## config.mk

```make
export PLATFORM = sky130hd
export DESIGN_NAME = burst_accumulator
export DESIGN_NICKNAME = d
export VERILOG_FILES = /design/src/rtl/burst_accumulator.sv
export SDC_FILE = /design/constraint.sdc
export NUM_CORES = 1
export LEC_CHECK = 0
export ABC_AREA = 1
export CAP_MARGIN = 20
export CORE_ASPECT_RATIO = 0.8
export CORE_MARGIN = 8
export CORE_UTILIZATION = 29
export CTS_CLUSTER_DIAMETER = 200
export DETAILED_ROUTE_END_ITERATION = 12
export GPL_ROUTABILITY_DRIVEN = 0
export SLEW_MARGIN = 20
export SYNTH_ARGS = -nofsm -noshare
export SYNTH_HDL_FRONTEND = slang
export SYNTH_SLANG_ARGS = --single-unit
export TNS_END_PERCENT = 100
```

## constraint.sdc

```tcl
create_clock -name clk -period 2.7 [get_ports clk]
set_clock_uncertainty 0.15 [all_clocks]
set_input_delay 0.81 -clock clk [delete_from_list [all_inputs] [get_ports clk]]
set_output_delay 0.81 -clock clk [all_outputs]
set_load 0.02 [all_outputs]
```

## src/rtl/burst_accumulator.sv

```systemverilog
// Burst accumulator: sums a handshaked burst of operands plus carry-ins and
// presents sum, sticky overflow and operand count as one registered result.
module burst_accumulator #(
    parameter int WIDTH = 4,
    parameter int MAX_OPS = 15,
    localparam int CW = $clog2(MAX_OPS + 1)
) (
    input  logic             clk,
    input  logic             reset,
    input  logic             in_valid,
    output logic             in_ready,
    input  logic [WIDTH-1:0] in_data,
    input  logic             in_cin,
    input  logic             in_last,
    output logic             out_valid,
    input  logic             out_ready,
    output logic [WIDTH-1:0] out_sum,
    output logic             out_ovf,
    output logic [CW-1:0]    out_count
);

    typedef enum logic {
        ACCUM,
        DONE
    } state_t;

    localparam logic [CW-1:0] LAST_IDX = CW'(MAX_OPS - 1);

    state_t           state;
    logic [WIDTH-1:0] acc;
    logic             ovf;
    logic [CW-1:0]    count;
    logic [WIDTH:0]   sum;
    logic             accept;
    logic             ends;

    assign accept = in_valid & in_ready;
    assign sum    = {1'b0, acc} + {1'b0, in_data} + {{WIDTH{1'b0}}, in_cin};
    // in_last and the forced end collapse into one termination
    assign ends   = in_last | (count == LAST_IDX);

    always_ff @(posedge clk) begin
        if (reset) begin
            state     <= ACCUM;
            acc       <= '0;
            ovf       <= 1'b0;
            count     <= '0;
            out_valid <= 1'b0;
            in_ready  <= 1'b1;
        end else begin
            unique case (state)
                ACCUM: begin
                    if (accept) begin
                        acc   <= sum[WIDTH-1:0];
                        ovf   <= ovf | sum[WIDTH];
                        count <= count + CW'(1);
                        if (ends) begin
                            state     <= DONE;
                            in_ready  <= 1'b0;
                            out_valid <= 1'b1;
                        end
                    end
                end
                DONE: begin
                    if (out_ready) begin
                        state     <= ACCUM;
                        acc       <= '0;
                        ovf       <= 1'b0;
                        count     <= '0;
                        out_valid <= 1'b0;
                        in_ready  <= 1'b1;
                    end
                end
                default: state <= ACCUM;
            endcase
        end
    end

    assign out_sum   = acc;
    assign out_ovf   = ovf;
    assign out_count = count;

endmodule
```

== After elaboration in Yosys (flattened, before gate mapping) ==
Index checks and enable logic that the tools add are counted.
Storage, ports and cells
  output and inout bits: 11
  bits in registers: 12
  logic and storage cells: 38
Cells by class
  add/subtract/negate cells: 3
  reductions and logical operators: 2
  bitwise operators: 4
  equality and inequality tests: 4
  mux-type cells: 19
Operators by type and width (number)
  4-bit case mux with 2 select lines: 2
  4-bit two-way mux: 3
  1-bit two-way mux: 10
  1-bit case mux with 2 select lines: 4
  2-bit != test (second input constant): 3
  4-bit by 4-bit adder with 5-bit output: 1
  5-bit by 1-bit adder with 5-bit output: 1
  4-bit by 1-bit adder with 4-bit output (second input constant): 1
  4-bit == test (second input constant): 1
  3-bit AND reduction: 1
  1-bit OR: 2
  2-bit AND reduction: 1
  1-bit bitwise AND: 1
  1-bit NOT: 1

== Depth between registers and ports, before layout ==
  word-level depth: 5
  mapped depth: 7
  gate-level depth less buffers: 7

== Least setup slack after synthesis ==
Ideal clock, no wire load.
  kind: in2reg
  start point: input port in_data[0]
  end point: register ovf (netlist: out_ovf)
  required time: 2.434 ns
  slack: 0.480 ns
  buffers on the path: 0
  stages: 6
  arrival time: 1.954 ns
  path through: fa_1 > fa_1 > a21oi_1 > o21bai_1 > nand2_1 > a21oi_1
Between the ends
  word-level cells in the longest chain between the ends: 5
RTL lines
  start: declaration: line 12  | input logic [WIDTH-1:0] in_data,
  4-bit by 4-bit adder with 5-bit output: line 38  | assign sum = {1'b0, acc} + {1'b0, in_data} + {{WIDTH{1'b0}}, in_cin};
  5-bit by 1-bit adder with 5-bit output: line 38
  1-bit OR: line 55  | ovf <= ovf | sum[WIDTH];
  1-bit two-way mux: line 53  | if (accept) begin
  1-bit case mux with 2 select lines: line 51  | unique case (state)
  end signal: assignment: line 55
  end: declaration: line 31  | logic ovf;
No other way between the ends. The select of a mux whose other input is x is not followed.
A chain may end at the register's enable or synchronous reset.

== Final worst setup path ==
Same ends and word-level chain as after synthesis.

==> results.toml <==
[hold_path]
hold_path_class = "reg -> reg"
hp-start = "out_valid"
min_to = "out_valid"
hold_path_depth = 2

[cts]
numCtsBuffers = 3
post-cts-setup-buffers = 0
ctsHoldBuffers = 0
htree_num_levels = 1
clock-sinks = 12
cts.clk_slew.worst_paths_ns = 0.08
cts_tree = "done"
cts_root_buf = "clkbuf_4"
cts_resized = 0
clockBufferDepth = 2
clk_latency_ns = 0.28

[worst_setup_path]
crit_required_ns = 2.72
worstSetupEndpointType = "register"
crit_fanout = 2
cp.arrival_ns = 2.46
worst-r2r-setup-slack_ns = 0.96
worst_r2r_path_depth = 6
startpoint = "in_data[0]"
crit_type = "in -> reg"
reg2reg_to = "out_ovf"
r2r-start = "out_sum[0]"
crit_path_start_kind = "input port"

[timing]
finalCritPeriodShare_pct = 90.08
worst_pin_slew_ns = 0.3403
drv_slew = 0
timing.fmax_ghz = 0.4112
setup_viol = 0
slew-limit-headroom_pct = 77.29
hold_violations = 0
rsz0062_at_grt = "false"
min_period_ns = 2.432

[pwr]
power_frac_seq_pct = 42.7
power_switching_mw = 0.1454
totalPowerFinal_mw = 0.4822
p_int_mw = 0.3368
comb_power_share_pct = 27.4
p_leak_nw = 0.3789
power_density_mw_per_mm2 = 535.2
switching_share_pct = 30.15
power.share.clock_pct = 29.8
vdd_drop_max_mv = 0.3228

[yosys]
yosysWarnings = 0
seq_area_frac_synth_pct = 37.50
synth_nets = 99
synth_top_area_share_pct = 37.50
synthMuxAreaShare_pct = 0
syn_area_um2 = 640.6
synth_compound_area_share_pct = 12.50
ys_ff_latch = 12
yosysTopAreaCell = "dfxtp_1"
synth-simple-area-share_pct = 23.63
syn_avg_cell_area_um2 = 7.812
synth_fa_ha_area_share_pct = 16.02
synthCells = 82
synth_xor_area_share_pct = 2.734
synth_top_family_by_area = "simple AND/OR/NAND/NOR gates"
ys_types = 18
synthTopCellsByArea = "dfxtp_1 (38%), nand2_1 (11%), ha_1 (9.8%), a21oi_1 (9.4%), fa_1 (6.3%)"

[global_route]
track_usage_pct = 8.011
grt_pass1_wl_um = 2387
antenna_found_initial = 0
grt_pass1_vias = 535
grt-ovfl-total = 0
grt_max_degree = 9

[route]
drt_iter0_markers = 32
ant_nets = 0
drc = 0
drt_wl_total_um = 1439
num_vias = 598
vias_per_cell = 4.600
drtPass1Iterations = 4
route.detailed.wl_per_inst_um = 11.07

[finish]
mostFrequentLayoutCell = "clkdlybuf4s50_1"
drive_gt1_share_pct = 7.619
fin_cells = 130
final_cell_mix = "clkdlybuf4s50_1 (20), nand2_1 (18), a21oi_1 (12), dfxtp_1 (12), inv_1 (10)"
area_growth_pct = 40.63
diodes = 0
fin_nets = 123

[floorplan]
pin_count = 21
die_area_mm2 = 0.003978
start_util_pct = 30.21
die_y_um = 58.04
rows = 15
coreArea_mm2 = 0.002121
fp.dieW_um = 68.55

[status]
status = "finished clean"

[placement]
hpwl_um = 1157
port_buffers = 20
dp.cells = 126

[run]
drv_cap = 0
-- layout make-up --
class	count	area, um2
multi-input cells	58	351.6
clock buffers	4	36.28
well taps	25	31.28
flip-flops and latches	12	240.2
repair buffers	20	200.2
fillers	220	1220
inverters	11	41.29
-- cell usage after synthesis, drive strengths merged --
library cell,n
a211oi,1
a21oi,12
buf,1
dfxtp,12
fa,2
ha,5
inv,11
nand2,19
nand3,7
nor2,7
o21ai,1
o21bai,1
or2,1
xor2,2
-- per-stage QoR --
stage               cell area, um2  TNS (ns)  util (%)  worst slack, ns  hold WS, ns
floorplan                    640.6         0         -           0.4797       0.3686
global placement             864.6  -0.01453     40.77         -0.01453       0.2922
detailed placement           864.6  -0.05363     40.77         -0.04751       0.2947
CTS                          900.9         0     42.48           0.2543       0.3071
global route                 900.9         0     42.48           0.1503       0.3472
finish                       900.9         0     42.48           0.2679       0.3012
-- routing by layer --
layer  track usage, %  wire (um)  vias to the layer above
met1            10.21        654                      259
met2            10.73        607                       25
met4            2.624         19                        0
met5                0          0                        -
met3            4.808        156                        4
li1                 -          -                      310
-- cell families (layout without fill, tap and decap cells) --
group | Yosys count | in the layout
buf+inv | 12 | 35
fa+ha+maj | 7 | 7
xor+xnor | 2 | 2
simple gates | 34 | 34
compound gates | 15 | 15
flops | 12 | 12
-- critical path: stages --
cell and delay, ns:
clkdlybuf4s50_1 0.43, fa_1 0.46, fa_1 0.41, a21oi_1 0.16, o21bai_1 0.07, nand2_1 0.06
a21oi_1 0.05
-- power groups by stage --
stage                     sequential, mW  clock [mW]  combinational (mW)
after floorplan                    0.225           0              0.0635
after global placement             0.210           0               0.134
after detailed placement           0.210           0               0.134
after CTS                          0.206       0.149               0.135
after global routing               0.209       0.161               0.150
final                              0.206       0.144               0.132
-- worst max-delay path by stage --
stage / endpoint / cells past startpoint
after floorplan: out_ovf / 6
after detailed placement: out_ovf / 7
after CTS: out_ovf / 7
after global routing: out_ovf / 7
final: out_ovf / 7
after global placement: out_ovf / 7
-- state kept, by name (all words and copies together) (netlist names) --
name	flops
out_sum	4
out_ovf	1
in_ready	1
out_valid	1
state	1
out_count	4
Power figures use the tool's default switching activity.
